## src/rtl/shim_spi_cfg_sync_pkg.sv

```systemverilog
// Shared definitions for the AXI-to-SPI configuration synchronizer.
package shim_spi_cfg_sync_pkg;

  typedef enum logic [1:0] {
    ST_WAIT     = 2'd0,
    ST_UNLOCKED = 2'd1,
    ST_LOCKED   = 2'd2
  } state_e;

  localparam int THRESH_W    = 15;
  localparam int WINDOW_W    = 32;
  localparam int LOCKOUT_W   = 32;
  localparam int CAL_W       = 16;
  localparam int N_CH        = 8;
  localparam int CAL_TOTAL_W = CAL_W * N_CH;

endpackage

```

## src/rtl/shim_cfg_field_sync.sv

```systemverilog
// One configuration field: DEPTH-flop synchronizer chain plus a saturating
// stability counter that reports when the chain output has settled.
module shim_cfg_field_sync #(
  parameter int DEPTH        = 3,
  parameter int WIDTH        = 1,
  parameter int STABLE_COUNT = 2
) (
  input  logic             clk_i,
  input  logic             rst_ni,
  input  logic [WIDTH-1:0] din_i,
  output logic [WIDTH-1:0] dout_o,
  output logic             stable_o
);

  localparam int              CNT_W   = $clog2(STABLE_COUNT + 1);
  localparam logic [CNT_W-1:0] CNT_MAX = CNT_W'(STABLE_COUNT);

  logic [WIDTH-1:0] chain_q [DEPTH];
  logic [CNT_W-1:0] cnt_q, cnt_d;

  always_ff @(posedge clk_i or negedge rst_ni) begin
    if (!rst_ni) begin
      for (int i = 0; i < DEPTH; i++) chain_q[i] <= '0;
      cnt_q <= '0;
    end else begin
      chain_q[0] <= din_i;
      for (int i = 1; i < DEPTH; i++) chain_q[i] <= chain_q[i-1];
      cnt_q <= cnt_d;
    end
  end

  // Clear on the same edge the chain output takes a new value.
  always_comb begin
    cnt_d = cnt_q;
    if (chain_q[DEPTH-1] != chain_q[DEPTH-2]) cnt_d = '0;
    else if (cnt_q != CNT_MAX)                cnt_d = cnt_q + 1'b1;
  end

  assign dout_o   = chain_q[DEPTH-1];
  assign stable_o = (cnt_q == CNT_MAX);

endmodule

```

## src/rtl/shim_spi_cfg_sync.sv

```systemverilog
// Moves quasi-static AXI configuration into the SPI domain as one coherent
// snapshot, frozen while the SPI system is enabled.
//   state       | meaning
//   ST_WAIT     | no snapshot since reset, outputs at reset values
//   ST_UNLOCKED | snapshot follows settled inputs
//   ST_LOCKED   | spi_en captured high, snapshot frozen, changes flagged
module shim_spi_cfg_sync
  import shim_spi_cfg_sync_pkg::*;
#(
  parameter int DEPTH        = 3,
  parameter int STABLE_COUNT = 2
) (
  input  logic                   spi_clk,
  input  logic                   spi_resetn,
  input  logic                   spi_en,
  input  logic                   integ_en,
  input  logic [THRESH_W-1:0]    integ_thresh_avg,
  input  logic [WINDOW_W-1:0]    integ_window,
  input  logic [LOCKOUT_W-1:0]   trig_lockout,
  input  logic [CAL_TOTAL_W-1:0] dac_cal_val,
  output logic                   spi_en_sync,
  output logic                   integ_en_sync,
  output logic [THRESH_W-1:0]    integ_thresh_avg_sync,
  output logic [WINDOW_W-1:0]    integ_window_sync,
  output logic [LOCKOUT_W-1:0]   trig_lockout_sync,
  output logic [CAL_TOTAL_W-1:0] dac_cal_val_sync,
  output logic                   cfg_valid,
  output logic                   cfg_update,
  output logic                   cfg_change_err
);

  logic                   en_s, ie_s;
  logic [THRESH_W-1:0]    th_s;
  logic [WINDOW_W-1:0]    win_s;
  logic [LOCKOUT_W-1:0]   lo_s;
  logic [CAL_TOTAL_W-1:0] cal_s;
  logic [5:0]             stable, diff;
  logic                   all_stable;

  shim_cfg_field_sync #(.DEPTH(DEPTH), .WIDTH(1), .STABLE_COUNT(STABLE_COUNT)) u_en (
    .clk_i(spi_clk), .rst_ni(spi_resetn), .din_i(spi_en), .dout_o(en_s), .stable_o(stable[0]));
  shim_cfg_field_sync #(.DEPTH(DEPTH), .WIDTH(1), .STABLE_COUNT(STABLE_COUNT)) u_ie (
    .clk_i(spi_clk), .rst_ni(spi_resetn), .din_i(integ_en), .dout_o(ie_s), .stable_o(stable[1]));
  shim_cfg_field_sync #(.DEPTH(DEPTH), .WIDTH(THRESH_W), .STABLE_COUNT(STABLE_COUNT)) u_th (
    .clk_i(spi_clk), .rst_ni(spi_resetn), .din_i(integ_thresh_avg), .dout_o(th_s), .stable_o(stable[2]));
  shim_cfg_field_sync #(.DEPTH(DEPTH), .WIDTH(WINDOW_W), .STABLE_COUNT(STABLE_COUNT)) u_win (
    .clk_i(spi_clk), .rst_ni(spi_resetn), .din_i(integ_window), .dout_o(win_s), .stable_o(stable[3]));
  shim_cfg_field_sync #(.DEPTH(DEPTH), .WIDTH(LOCKOUT_W), .STABLE_COUNT(STABLE_COUNT)) u_lo (
    .clk_i(spi_clk), .rst_ni(spi_resetn), .din_i(trig_lockout), .dout_o(lo_s), .stable_o(stable[4]));
  shim_cfg_field_sync #(.DEPTH(DEPTH), .WIDTH(CAL_TOTAL_W), .STABLE_COUNT(STABLE_COUNT)) u_cal (
    .clk_i(spi_clk), .rst_ni(spi_resetn), .din_i(dac_cal_val), .dout_o(cal_s), .stable_o(stable[5]));

  state_e                 state_q, state_d;
  logic                   en_q, en_d, ie_q, ie_d;
  logic [THRESH_W-1:0]    th_q, th_d;
  logic [WINDOW_W-1:0]    win_q, win_d;
  logic [LOCKOUT_W-1:0]   lo_q, lo_d;
  logic [CAL_TOTAL_W-1:0] cal_q, cal_d;
  logic                   valid_q, valid_d, upd_q, upd_d, err_q, err_d;

  assign all_stable = &stable;
  assign diff = {cal_s != cal_q, lo_s != lo_q, win_s != win_q,
                 th_s != th_q, ie_s != ie_q, en_s != en_q};

  always_ff @(posedge spi_clk or negedge spi_resetn) begin
    if (!spi_resetn) begin
      state_q <= ST_WAIT;
      en_q    <= 1'b0;
      ie_q    <= 1'b0;
      th_q    <= '0;
      win_q   <= '0;
      lo_q    <= '0;
      cal_q   <= '0;
      valid_q <= 1'b0;
      upd_q   <= 1'b0;
      err_q   <= 1'b0;
    end else begin
      state_q <= state_d;
      en_q    <= en_d;
      ie_q    <= ie_d;
      th_q    <= th_d;
      win_q   <= win_d;
      lo_q    <= lo_d;
      cal_q   <= cal_d;
      valid_q <= valid_d;
      upd_q   <= upd_d;
      err_q   <= err_d;
    end
  end

  always_comb begin
    state_d = state_q;
    en_d    = en_q;
    ie_d    = ie_q;
    th_d    = th_q;
    win_d   = win_q;
    lo_d    = lo_q;
    cal_d   = cal_q;
    valid_d = valid_q;
    upd_d   = 1'b0;
    err_d   = err_q;
    case (state_q)
      ST_WAIT: begin
        if (all_stable) begin
          en_d = en_s; ie_d = ie_s; th_d = th_s; win_d = win_s; lo_d = lo_s; cal_d = cal_s;
          upd_d   = 1'b1;
          valid_d = 1'b1;
          state_d = en_s ? ST_LOCKED : ST_UNLOCKED;
        end
      end
      ST_UNLOCKED: begin
        // Holding off one cycle after a pulse keeps cfg_update from running back to back.
        if (all_stable && (|diff) && !upd_q) begin
          en_d = en_s; ie_d = ie_s; th_d = th_s; win_d = win_s; lo_d = lo_s; cal_d = cal_s;
          upd_d = 1'b1;
          if (en_s) state_d = ST_LOCKED;
        end
      end
      ST_LOCKED: begin
        if (|(stable[5:1] & diff[5:1])) err_d = 1'b1;
        if (stable[0] && !en_s) begin
          en_d  = 1'b0;
          upd_d = 1'b1;
          if (all_stable) begin
            ie_d = ie_s; th_d = th_s; win_d = win_s; lo_d = lo_s; cal_d = cal_s;
          end
          state_d = ST_UNLOCKED;
        end
      end
      default: state_d = ST_WAIT;
    endcase
  end

  assign spi_en_sync           = en_q;
  assign integ_en_sync         = ie_q;
  assign integ_thresh_avg_sync = th_q;
  assign integ_window_sync     = win_q;
  assign trig_lockout_sync     = lo_q;
  assign dac_cal_val_sync      = cal_q;
  assign cfg_valid             = valid_q;
  assign cfg_update            = upd_q;
  assign cfg_change_err        = err_q;

endmodule

```

## config.mk

```make
export PLATFORM = sky130hd
export DESIGN_NAME = shim_spi_cfg_sync
export DESIGN_NICKNAME = d
export VERILOG_FILES = /design/src/rtl/shim_spi_cfg_sync_pkg.sv /design/src/rtl/shim_cfg_field_sync.sv /design/src/rtl/shim_spi_cfg_sync.sv
export SDC_FILE = /design/constraint.sdc
export NUM_CORES = 1
export LEC_CHECK = 0
export ABC_AREA = 1
export CAP_MARGIN = 25
export CORE_ASPECT_RATIO = 0.75
export CORE_MARGIN = 5
export CORE_UTILIZATION = 55
export CTS_BUF_LIST = sky130_fd_sc_hd__clkbuf_4 sky130_fd_sc_hd__clkbuf_8
export DETAILED_ROUTE_END_ITERATION = 16
export HOLD_SLACK_MARGIN = 0.03
export PLACE_DENSITY = 0.79
export SYNTH_ARGS = -nofsm -noshare
export SYNTH_HDL_FRONTEND = slang
export SYNTH_HIERARCHICAL = 1
export SYNTH_SLANG_ARGS = --single-unit
```

## constraint.sdc

```tcl
create_clock -name spi_clk -period 2.8 [get_ports spi_clk]
set_input_delay 0.84 -clock spi_clk [delete_from_list [all_inputs] [get_ports spi_clk]]
set_output_delay 0.84 -clock spi_clk [all_outputs]
set_load 0.005 [all_outputs]
```

==> summary.md <==
| Metric | Value |
|---|---|
| Post-synth top area share | 0.643 |
| Crit path max fanout | 3 |
| Critical R2R Launch | dac_cal_val_sync[119] |
| Overflow after GRT | 0 |
| Max-slew headroom | 0.548 |
| Clock transition at the registers of the reported paths | about 0.070 ns |
| Placed instance area | 0.0373 mm² |
| Bufs and invs on worst path | 1 |
| Cell count after placement | 4243 |
| HPWL after DPL | 51800 µm |
| Die span in y | 223 µm |
| Max Clk Rate | 381 MHz |
| Internal reg-to-reg setup slack | 0.25 ns |
| R2R Path End | dac_cal_val_sync[31] |
| Final setup fails | 0 |
| Cell taking the most area after synthesis | dfrtp_1 |
| Synth cell types | 19 |
| Avg Vias per Cell | 4.94 |
| Postcts setup bufs | 0 |
| Final Hold Fails | 0 |
| Synthesized instance count | 3268 |
| Sequential share of the synthesized area | 0.643 |
| CP Cell Sequence | clkdlybuf4s50_1 |
| Die footprint | about 0.065 mm² |
| Buffers on Ports | around 420 |
| Clk buf depth | 3 |
| I/O Pins | 423 |
| Slowest cell delay on critical path | 0.63 ns |
| Routability cong. | 0.828 |
| Delay-heaviest family, CP | buffers and inverters |
| Yosys reg bits | 853 |
| Sequential Power Share | 0.521 |
| Critical Path RT | 1.96 ns |
| Number of fill cells | 4449 |
| Maximum VDD drop | 0.550 mV |
| Run status | complete, no violations |
| Clock Power Share | 0.427 |
| H-tree levels | 4 |
| CP Class | register to output port |
| Total GRT Usage | 0.235 |
| MaxCap Viol Count | 0 |
| Worst setup SP type | register |
| Worst R2R Path Depth | 15 |
| Commonest non-fill, non-tap cell in the layout | nand2_1 |
| Starting Density | 0.552 |
| Core Footprint | approximately 0.060 mm² |
| Clock Sinks | 853 |
| Combinational power share | 0.052 |
| Arrival @ worst endpoint | 1.79 ns |
| Switching share of power | 0.226 |
| Final Instance Count excl. Fillers | 4477 |
| Static leakage | 0.0196 µW |
| Internal power | 19600 µW |
| Ratio of cells with drive above 1 in the final layout | 0.0784 |
| Detailed Route Iter0 Violations | between 1000 and 1500 |
| Antenna violations before repair | 7 |
| Flip-flop and latch area | between 0.02 and 0.025 mm² |
| Commonest non-fill, non-tap cells in the layout | nand2_1 (1007), dfrtp_1 (853), clkdlybuf4s50_1 (421) |
| Hold Crit Start | u_lo/chain_q[84] |
| Largest net degree at the start of global routing | 122 |
| Cell area after layout | 0.0401 mm² |
| Slew @ Worst Pin | 0.678 ns |
| Rows | 78 |
| PwrDens | 631 mW/mm² |
| Hold slack | 0.335 ns |
| Num CTS Buffers | between 100 and 150 |
| Area contributors post-synth | dfrtp_1 (64%), nand2_1 (11%), buf_4 (5.0%), xnor2_1 (4.9%), nand4_1 (4.0%) |
| Area delta synth->final | 20.8% |
| DR vias | ~22000 |
| Syn Area/Cell | 10.2 µm² |
| Synthesized Nets | 3485 |
| Worst-skew pair later-pin latency | 0.75 ns |
| WL/cell | 17.1 µm |
| Hold Path Cell Cnt | 0 |
| CTS tree | built |
| CP endpoint kind | output port |
| Fin nets | between 3000 and 4000 |
| Yosys Warn Count | 6 |
| Final TNS setup | 0 ns |
| DRT Wirelength | around 76000 µm |
| Clock Skew | 0.0510 ns |
| Area of the multi-input gates | 0.00889 mm² |
| Die width | 294 µm |
| First-pass GRT wire length | 121000 µm |
| CP max stage cell | clkdlybuf4s50_1 |
| Mapped cell area | ~0.033 mm² |
| Post-route ant nets | 0 |
| Pre-antenna DRT Iters | 5 |
| Final period utilization | 0.938 |
| RSZ-0062 raised after global routing | false |
| Min-Delay Endpoint | u_lo/chain_q[52] |
| Power consumption | about 25000 µW |
| Worst hold path type | register to register |
| Max-slew violations | 0 |
| Root Driver | clkbuf_8 |
| DRC Markers | 0 |
| Number of global-route vias before repair | 22400 |
| NetSw | 5710 µW |
| Min cycle time layout | ~2.6 ns |
[metal layers]
layer | global-route usage | vias up | wire, µm | share of wire
li1 | - | 10500 | - | -
met1 | 0.319 | 10700 | 31800 | 0.42
met2 | 0.355 | 739 | 35300 | 0.46
met3 | 0.0815 | 153 | 6930 | 0.091
met4 | 0.0911 | 2 | 2410 | 0.031
met5 | 0 | - | 7 | 0.000092
[cell type report]
cell class	count	area share
timing repair buffer	475	0.125
sequential	853	0.532
antenna	5	0.000312
tap	800	0.0250
multi-input combinational	1835	0.222
clock inverter	24	0.00580
clock buffer	204	0.0639
inverter	281	0.0263
[power groups by stage]
stage	Combinational, µW	Clock [µW]	Sequential [µW]
after floorplan	852	0	13200
after global placement	1300	0	13400
after detailed placement	1330	0	13400
after CTS	1350	11100	13200
after global routing	1500	11700	13200
final	1320	10800	13200
[cells by family after synthesis]
family / synth area share
fa+ha+maj: 0.00226
buf+inv: 0.0910
simple gates: 0.192
flops: 0.643
compound gates: 0.00196
xor+xnor: 0.0702
[Yosys cell counts]
library cell	n
buf_4	222
dfrtp_1	853
ha_1	6
or2_0	1
a21o_1	1
buf_1	31
nand2_1	1009
a22oi_1	1
buf_2	9
clkbuf_1	37
inv_1	266
nor2_1	317
a21oi_1	8
xnor2_1	186
clkinv_1	15
o21ai_0	2
nand3_1	11
nand4_1	213
xor2_1	80
[worst max-delay path by stage]
stage | from | to | slack, ns | depth (start not counted)
floorplan | u_en/cnt_q[0] | dac_cal_val_sync[100] | 0.71 | 11
global placement | integ_window_sync[25] | dac_cal_val_sync[22] | 0.33 | 15
detailed placement | dac_cal_val_sync[19] | dac_cal_val_sync[64] | 0.24 | 17
CTS | integ_window_sync[31] | integ_window_sync[31] | 0.07 | 1
global route | dac_cal_val_sync[119] | dac_cal_val_sync[25] | 0.02 | 15
finish | integ_window_sync[31] | integ_window_sync[31] | 0.17 | 1
[state kept, by name, indices dropped and copies added (netlist names), 15 cells and up]
| signal | flops |
|---|---|
| u_win/dout_o | 32 |
| u_cal/chain_q | 256 |
| u_th/dout_o | 15 |
| dac_cal_val_sync | 128 |
| u_lo/chain_q | 64 |
| u_th/chain_q | 30 |
| trig_lockout_sync | 32 |
| u_cal/dout_o | 128 |
| u_win/chain_q | 64 |
| u_lo/dout_o | 32 |
| integ_thresh_avg_sync | 15 |
| integ_window_sync | 32 |
[what timing repair did]
item                                   4_1_cts  5_1_grt
resized for setup                            0        4
endpoints found under the hold margin       24        0
hold buffers                                 1        0
setup endpoints to repair                    0       12
[per-stage QoR]
step / setup slack (ns) / utilization
floorplan: 0.708 / -
global placement: 0.325 / 0.620
detailed placement: 0.244 / 0.620
CTS: 0.0669 / 0.667
global route: 0.0157 / 0.667
finish: 0.172 / 0.667
(Power assumes the default switching activity.)
